===== src/rtl/serial_link_pkg.sv =====
// Shared definitions for the single-bit serial link: state encoding, line levels
// and a counter-width helper used by both the transmit and receive ends.
package serial_link_pkg;

  localparam int STATE_W = 3;
  typedef logic [STATE_W-1:0] link_state_t;

  localparam link_state_t IDLE   = 3'd0;
  localparam link_state_t START  = 3'd1;
  localparam link_state_t DATA   = 3'd2;
  localparam link_state_t PARITY = 3'd3;
  localparam link_state_t STOP   = 3'd4;

  localparam logic IDLE_LEVEL  = 1'b1;
  localparam logic START_LEVEL = 1'b0;
  localparam logic STOP_LEVEL  = 1'b1;

  // A counter over n values never needs fewer than one bit, even for n = 1.
  function automatic int cnt_width(input int n);
    return (n > 1) ? $clog2(n) : 1;
  endfunction

endpackage


===== src/rtl/serial_tx_shifter_if.sv =====
// Word-side handshake and serial line of the transmitter, grouped as one bundle.
interface serial_tx_shifter_if #(
  parameter int DATA_WIDTH = 8
);

  logic [DATA_WIDTH-1:0] data;
  logic                  load;
  logic                  ready;
  logic                  serialOut;
  logic                  busy;
  logic                  done;

  modport master (
    output data, load,
    input  ready, serialOut, busy, done
  );

  modport slave (
    input  data, load,
    output ready, serialOut, busy, done
  );

endinterface


===== src/rtl/serial_tx_shifter_bit_period_counter.sv =====
// Bit period counter: counts 0..CLKS_PER_BIT-1 while enabled and flags the
// terminal count with a tick. Shared with the receive end of the link.
module bit_period_counter
  import serial_link_pkg::*;
#(
  parameter int CLKS_PER_BIT = 4
) (
  input  logic clock,
  input  logic reset,
  input  logic enable,
  input  logic clear,
  output logic tick
);

  localparam int            CW   = cnt_width(CLKS_PER_BIT);
  localparam logic [CW-1:0] LAST = CW'(CLKS_PER_BIT - 1);

  logic [CW-1:0] cnt;

  assign tick = enable && (cnt == LAST);

  always_ff @(posedge clock or negedge reset) begin
    if (!reset) begin
      cnt <= '0;
    end else if (clear || tick) begin
      cnt <= '0;
    end else if (enable) begin
      cnt <= cnt + CW'(1);
    end
  end

endmodule


===== src/rtl/serial_tx_shifter.sv =====
// Parallel-in serial-out transmitter: start bit, data bits, optional even parity
// (macro SERIAL_TX_PARITY_EN), stop bit, each held CLKS_PER_BIT clocks.
module serial_tx_shifter
  import serial_link_pkg::*;
#(
  parameter int DATA_WIDTH   = 8,
  parameter int CLKS_PER_BIT = 4,
  parameter int LSB_FIRST    = 1
) (
  input  logic                 clock,
  input  logic                 reset,
  serial_tx_shifter_if.slave   link
);

  localparam int            BW       = $clog2(DATA_WIDTH + 1);
  localparam logic [BW-1:0] LAST_BIT = BW'(DATA_WIDTH - 1);

  link_state_t           state;
  link_state_t           state_nxt;
  logic [DATA_WIDTH-1:0] shreg;
  logic [BW-1:0]         bit_cnt;
  logic                  done_q;
  logic                  tick;
  logic                  accept;
  logic                  tx_bit;
`ifdef SERIAL_TX_PARITY_EN
  logic                  par_q;
`endif

  assign accept = (state == IDLE) && link.load;
  assign tx_bit = (LSB_FIRST != 0) ? shreg[0] : shreg[DATA_WIDTH-1];

  bit_period_counter #(
    .CLKS_PER_BIT (CLKS_PER_BIT)
  ) u_period (
    .clock  (clock),
    .reset  (reset),
    .enable (state != IDLE),
    .clear  (state == IDLE),
    .tick   (tick)
  );

  always_ff @(posedge clock or negedge reset) begin
    if (!reset) begin
      state <= IDLE;
    end else begin
      state <= state_nxt;
    end
  end

  always_comb begin
    state_nxt = state;
    case (state)
      IDLE:   if (link.load) state_nxt = START;
      START:  if (tick) state_nxt = DATA;
      DATA: begin
        if (tick && (bit_cnt == LAST_BIT)) begin
`ifdef SERIAL_TX_PARITY_EN
          state_nxt = PARITY;
`else
          state_nxt = STOP;
`endif
        end
      end
`ifdef SERIAL_TX_PARITY_EN
      PARITY: if (tick) state_nxt = STOP;
`endif
      STOP:   if (tick) state_nxt = IDLE;
      default: state_nxt = IDLE;
    endcase
  end

  // Word capture on accept; shift one bit per terminal count while in DATA.
  always_ff @(posedge clock or negedge reset) begin
    if (!reset) begin
      shreg   <= '0;
      bit_cnt <= '0;
      done_q  <= 1'b0;
`ifdef SERIAL_TX_PARITY_EN
      par_q   <= 1'b0;
`endif
    end else begin
      done_q <= (state == STOP) && tick;
      if (accept) begin
        shreg   <= link.data;
        bit_cnt <= '0;
`ifdef SERIAL_TX_PARITY_EN
        par_q   <= ^link.data;
`endif
      end else if ((state == DATA) && tick) begin
        bit_cnt <= bit_cnt + BW'(1);
        if (LSB_FIRST != 0) begin
          shreg <= shreg >> 1;
        end else begin
          shreg <= shreg << 1;
        end
      end
    end
  end

  always_comb begin
    link.serialOut = IDLE_LEVEL;
    link.busy      = (state != IDLE);
    link.ready     = (state == IDLE);
    link.done      = done_q;
    case (state)
      START:  link.serialOut = START_LEVEL;
      DATA:   link.serialOut = tx_bit;
`ifdef SERIAL_TX_PARITY_EN
      PARITY: link.serialOut = par_q;
`endif
      STOP:   link.serialOut = STOP_LEVEL;
      default: link.serialOut = IDLE_LEVEL;
    endcase
  end

endmodule


===== src/flat_wrapper.sv =====
// flat-port wrapper written by rule: the top's interface ports become plain ports
module serial_tx_shifter_flat import serial_link_pkg::*;
#(
  parameter int DATA_WIDTH   = 8,
  parameter int CLKS_PER_BIT = 4,
  parameter int LSB_FIRST    = 1
)
  (clock, reset, link_data, link_load, link_ready, link_serialOut, link_busy, link_done);
  serial_tx_shifter_if #(.DATA_WIDTH(DATA_WIDTH)) link_i ();
  input  logic clock;
  input  logic reset;
  input wire logic [$bits(link_i.data)-1:0] link_data;
  input wire logic [$bits(link_i.load)-1:0] link_load;
  output wire logic [$bits(link_i.ready)-1:0] link_ready;
  output wire logic [$bits(link_i.serialOut)-1:0] link_serialOut;
  output wire logic [$bits(link_i.busy)-1:0] link_busy;
  output wire logic [$bits(link_i.done)-1:0] link_done;
  assign link_i.data = link_data;
  assign link_i.load = link_load;
  assign link_ready = link_i.ready;
  assign link_serialOut = link_i.serialOut;
  assign link_busy = link_i.busy;
  assign link_done = link_i.done;
  serial_tx_shifter #(.DATA_WIDTH(DATA_WIDTH), .CLKS_PER_BIT(CLKS_PER_BIT), .LSB_FIRST(LSB_FIRST)) u_core (.clock(clock), .reset(reset), .link(link_i));
endmodule

===== config.mk =====
export PLATFORM = sky130hd
export DESIGN_NAME = serial_tx_shifter_flat
export DESIGN_NICKNAME = d
export VERILOG_FILES = /design/src/rtl/serial_link_pkg.sv /design/src/rtl/serial_tx_shifter_if.sv /design/src/rtl/serial_tx_shifter_bit_period_counter.sv /design/src/rtl/serial_tx_shifter.sv /design/src/flat_wrapper.sv
export SDC_FILE = /design/constraint.sdc
export NUM_CORES = 1
export LEC_CHECK = 0
export ABC_AREA = 0
export CELL_PAD_IN_SITES_DETAIL_PLACEMENT = 1
export CELL_PAD_IN_SITES_GLOBAL_PLACEMENT = 2
export CORE_MARGIN = 3
export CORE_UTILIZATION = 30
export DETAILED_ROUTE_END_ITERATION = 10
export PLACE_DENSITY = 0.84
export SETUP_SLACK_MARGIN = 0.2
export SYNTH_ARGS = -nofsm -noshare
export SYNTH_HDL_FRONTEND = slang
export SYNTH_SLANG_ARGS = --single-unit

===== constraint.sdc =====
create_clock -name clock -period 1.6 [get_ports clock]
set_clock_uncertainty 0.2 [all_clocks]
set_input_delay 0.48 -clock clock [delete_from_list [all_inputs] [get_ports clock]]
set_output_delay 0.48 -clock clock [all_outputs]
set_load 0.01 [all_outputs]

After elaboration in Yosys (flattened, before gate mapping)
Cells that the tools add are included.
- register bits after elaboration: 18
- bits in latches: 0
- bits in writable memories: 0
- ROM bits: 0
- bits of input ports: 11
- output and inout port bits: 4
- word-level logic and storage cells: 39
- memories: 0
- add/subtract/negate cells: 2
- multiply operators: 0
- divide/modulo/power cells: 0
- magnitude comparators: 0
- equality and inequality tests: 9
- shift-type cells: 0
- multiplexer cells: 12
- bitwise logic cells: 0
- reductions and logical operators: 11
- operator list (operator ; count):
    $mux 8 ; 2
    $mux 3 ; 4
    $pmux 3 s4 ; 1
    $mux 4 ; 2
    $ne 2x1->1 const B ; 3
    $logic_and 1x1->1 ; 5
    $add 4x1->4 const B ; 1
    $eq 4x3->1 const B ; 1
    $mux 2 ; 2
    $reduce_and 4->1 ; 1
    $reduce_bool 2->1 ; 2
    $eq 3x1->1 const B ; 1
    $eq 3x2->1 const B ; 1
    $eq 3x3->1 const B ; 1
    $logic_not 3->1 ; 1
    $reduce_bool 3->1 ; 1
    $add 2x1->2 const B ; 1
    $eq 2x2->1 const B ; 1
    $ne 2x2->1 const B ; 1
    $pmux 1 s2 ; 1
    $logic_or 1x1->1 ; 1

Longest topological paths before layout
- word-level depth: 5
- mapped depth: 5
- depth with buffers taken out: 4

By module
Synthesis repeated with hierarchy kept, for this count alone.
- cells, all modules: 88
- area, all modules: 900.9 µm²
- by module, submodules not included (module ; times used ; cells an instance ; area an instance (µm²) ; sequential area each (µm²)):
    serial_tx_shifter ; 1 ; 78 ; 790.8 ; 400.4
    bit_period_counter ; 1 ; 10 ; 110.1 ; 50.0

Least setup slack after synthesis
No wires, ideal clock.
- path kind: register -> output
- from: register u_core.state[1]
- to: output port link_busy
- data arrival time: 1.061 ns
- data required time: 0.920 ns
- path slack: -0.141 ns
- cell stages (with the launch flop): 4
- path buffers: 1
- path through: dfrtp_1 -> buf_6 -> nor3_1 -> inv_1
- longest elaborated chain between the ends: 1
- RTL lines (item ; line ; text):
    start, declared ; serial_tx_shifter.sv:18 ; link_state_t state;
    start signal, assigned ; serial_tx_shifter.sv:47 ; state <= state_nxt;
    $reduce_bool 3->1 ; serial_tx_shifter.sv:103 ; link.busy = (state != IDLE);
    end, declared ; flat_wrapper.sv:16 ; output wire logic [$bits(link_i.busy)-1:0] link_busy;
Every way passes these cells.

Worst setup path in the final report
- from: register u_core.state[1]
- to: output port link_serialOut
- longest elaborated chain between the ends: 2
- elaborated cells between the ends (all ways): 3
- classes of those cells: eq/ne (2); mux (1)
- RTL lines (item ; line ; text):
    $eq 3x2->1 / $eq 3x1->1 (equally long branches) ; serial_tx_shifter.sv:106 ; case (state)
    $pmux 1 s2 * ; serial_tx_shifter.sv:106 ;
    end, declared ; flat_wrapper.sv:15 ; output wire logic [$bits(link_i.serialOut)-1:0] link_serialOut;
Every way passes the cells marked *; elsewhere a longest branch is shown, timed or not.

==> impl_results.md <==
* Die Y at 61.9 µm
* RSZ-0062 raised after global routing: yes
* Sum Neg Setup Slack at -3.96 ns
* Max Fclk at approximately 500 MHz
* Post-route insts no fill at around 160
* Slew @ Worst Pin at roughly 0.25 ns
* Startpoint types: flop
* Power, Total at 2.33 mW
* Crit end category: output port
* Fillcell total at 301
* Clock sink count at 18
* Largest net degree at the start of global routing at 19
* Total global routing overflow at 0
* Storage element area at around 450 µm²
* Max-slew violations at 0
* Core area at between 2000 and 3000 µm²
* Drt initial violations at 27
* CTS clock-pin slew for the worst setup and hold paths at between 0.1 and 0.15 ns
* Async set or reset register ratio after synthesis at 100%
* Pre-CTS setup slack at -0.480 ns
* Reg2Reg Setup Slack at -0.28 ns
* Width of the die at 61.9 µm
* Power per cell area at ~1500 nW/µm²
* Worst EP arrival at about 1.3 ns
* Placed cell count at 139
* CTS Root Cell: clkbuf_4
* Synth top area cells: dfrtp_1, mux2i_1, a21oi_1
* Final Cycle Share at 125%
* Post-layout net count at approximately 150
* DRT Wirelength at between 2 and 3 mm
* IO buf count at 14
* Htree depth at 1
* Status: finished, violations left
* Dpl cell area at between 1000 and 1500 µm²
* Top-count cell post-synth: dfrtp_1
* Drt via density at 5.05
* All-Layer GR Usage at between 10% and 20%
* Reg2reg start: u_core.state[2]$_DFFE_PN0P_
* Number of setup violations in the final report at 16
* Post-synth top area cell: dfrtp_1
* Num CTS Buffers at 3
* Iteration count of the initial detailed-routing pass at 4
* Post-Synthesis Cell Area at slightly above 900 µm²
* EDFF count, synth at 0
* CTS tree: done
* Clock latency on the worst-skew pair at around 0.30 ns
* Avg Cell Area, Syn at around 11 µm²
* Syn_nets at slightly below 100
* Initial antenna violation count at 0
* Synth unique cells at 29
* Cts hold-fix bufs at 0
* Leakage at ~0.65 nW
* P&R area growth vs syn at 65.8%
* Vias in the first global route at 879
* FF-to-FF End: u_core.shreg[5]$_DFFE_PN0P_
* Antenna Cells at 0
* Drt drc at 0
* Final antenna-violating net count at 0
* Vias at between 800 and 900
* Row count at 19
* Hold slack at 0.300 ns
* Footprint of the multi-input gates at 547 µm²
* First-pass GRT wire length at roughly 4 mm
* Layout cell share with drive strength beyond 1 at between 50% and 60%
* Mapped Cells at 84
* Post-Layout Inst Area at about 1600 µm²
* Post-synth top flop: dfrtp_1
* Violated checks: setup timing
* Sequential fraction of the synthesis area at between 40% and 50%
* Yosys Warn Count at 0
* Crit path required time at 0.92 ns
* GPL Wtd Cong at roughly 0.71
* Synth Register Bits at 18
* Worst Reg2Reg Path Length in Cells at 7
* Initial Util at about a third
* Final min period at ~2.0 ns
* Final hold violations at 0
* Post-route setup slack at -0.394 ns
* HP Class: primary input to async pin
* I/O pin count at 15
* Routed len/inst at around 16 µm
* VDD IR max at 0.561 mV
* Final Util at around 54%
* Synth top area share at 48.1%
* Ranking of synthesized cells by instance count: dfrtp_1, a21oi_1, nor3_1, mux2i_1
* Max-cap violations at 0
* CTS Buffer Depth at 2
* DPL Wire Length at approximately 1.5 mm
* Largest fanout on the critical path at 3
* Die ar. at 3830 µm²
* Rel. slew slack at between 80% and 90%
* Crit Path Category: flop to output port
==> per-layer routing <==
metal  track usage, %  wire [µm]  vias up
met5                0          0        -
met4             1.82          0        0
met3             3.72        119        0
met2             25.6       1450       21
met1             17.2       1100      405
li1                 -          -      397
==> report_power, final <==
group | switching, mW | total, mW | internal, mW
sequential | 0.105 | 0.711 | 0.605
clock | 0.155 | 0.294 | 0.139
combinational | 0.554 | 1.32 | 0.771
total | 0.814 | 2.33 | 1.52
==> layout by cell type, fill, tap and decap left out, types with 3 or more instances in the layout <==
cell / netlist / final
buf_4: 1 / 23
dfrtp_1: 18 / 16
buf_6: 4 / 11
clkdlybuf4s50_1: 0 / 10
nor3_1: 9 / 8
mux2i_1: 7 / 6
a21oi_1: 11 / 6
a21oi_2: 0 / 5
inv_1: 4 / 4
buf_2: 1 / 4
clkbuf_4: 0 / 3
==> cell type report <==
| class | instances | area share [%] |
|---|---|---|
| clock buffers | 4 | 2.34 |
| inverters | 4 | 0.968 |
| multi-input cells | 56 | 35.2 |
| flip-flops and latches | 18 | 29.2 |
| well taps | 31 | 2.50 |
| repair buffers | 50 | 29.8 |
==> sequential cells by signal (all words and copies together), names as in the netlist <==
signal,count
u_core.bit_cnt,4
u_core.link.done,1
u_core.state,3
u_core.u_period.cnt,2
u_core.shreg,8
==> worst max-delay path: stages, from the launching register on <==
cell and delay, ns:
dfrtp_1 0.41, buf_6 0.12, nor3b_1 0.13, o21bai_1 0.18, buf_2 0.16
==> cell families after synthesis <==
kind of cell / count (synthesis) / share of synthesized area, %
AO/OA/AOI/OAI: 18 / 11.5
buffers and inverters: 10 / 7.75
adder cells (fa/ha/maj): 2 / 2.67
multiplexers: 7 / 7.49
flip-flops: 18 / 48.1
XOR/XNOR: 1 / 0.936
AND/OR/NAND/NOR: 28 / 21.5
==> worst max-delay path by stage <==
stage	cells after the start	from	slack, ns	to
final	4	u_core.state[1]$_DFFE_PN0P_	-0.39	link_serialOut
after global routing	4	u_core.state[1]$_DFFE_PN0P_	-0.48	link_serialOut
after CTS	4	u_core.state[1]$_DFFE_PN0P_	-0.34	link_busy
after detailed placement	5	link_load	-0.48	u_core.shreg[5]$_DFFE_PN0P_
after global placement	5	link_load	-0.42	u_core.shreg[6]$_DFFE_PN0P_
after floorplan	3	u_core.state[1]$_DFFE_PN0P_	0.04	link_serialOut
==> what timing repair did <==
action | 4_1_cts | 5_1_grt
setup buffers | 9 | 10
gates cloned | 1 | 0
gates resized for setup | 28 | 22
endpoints found under the setup margin | 18 | 21
pin swaps | 6 | 17
Power figures use the tool's default switching activity.
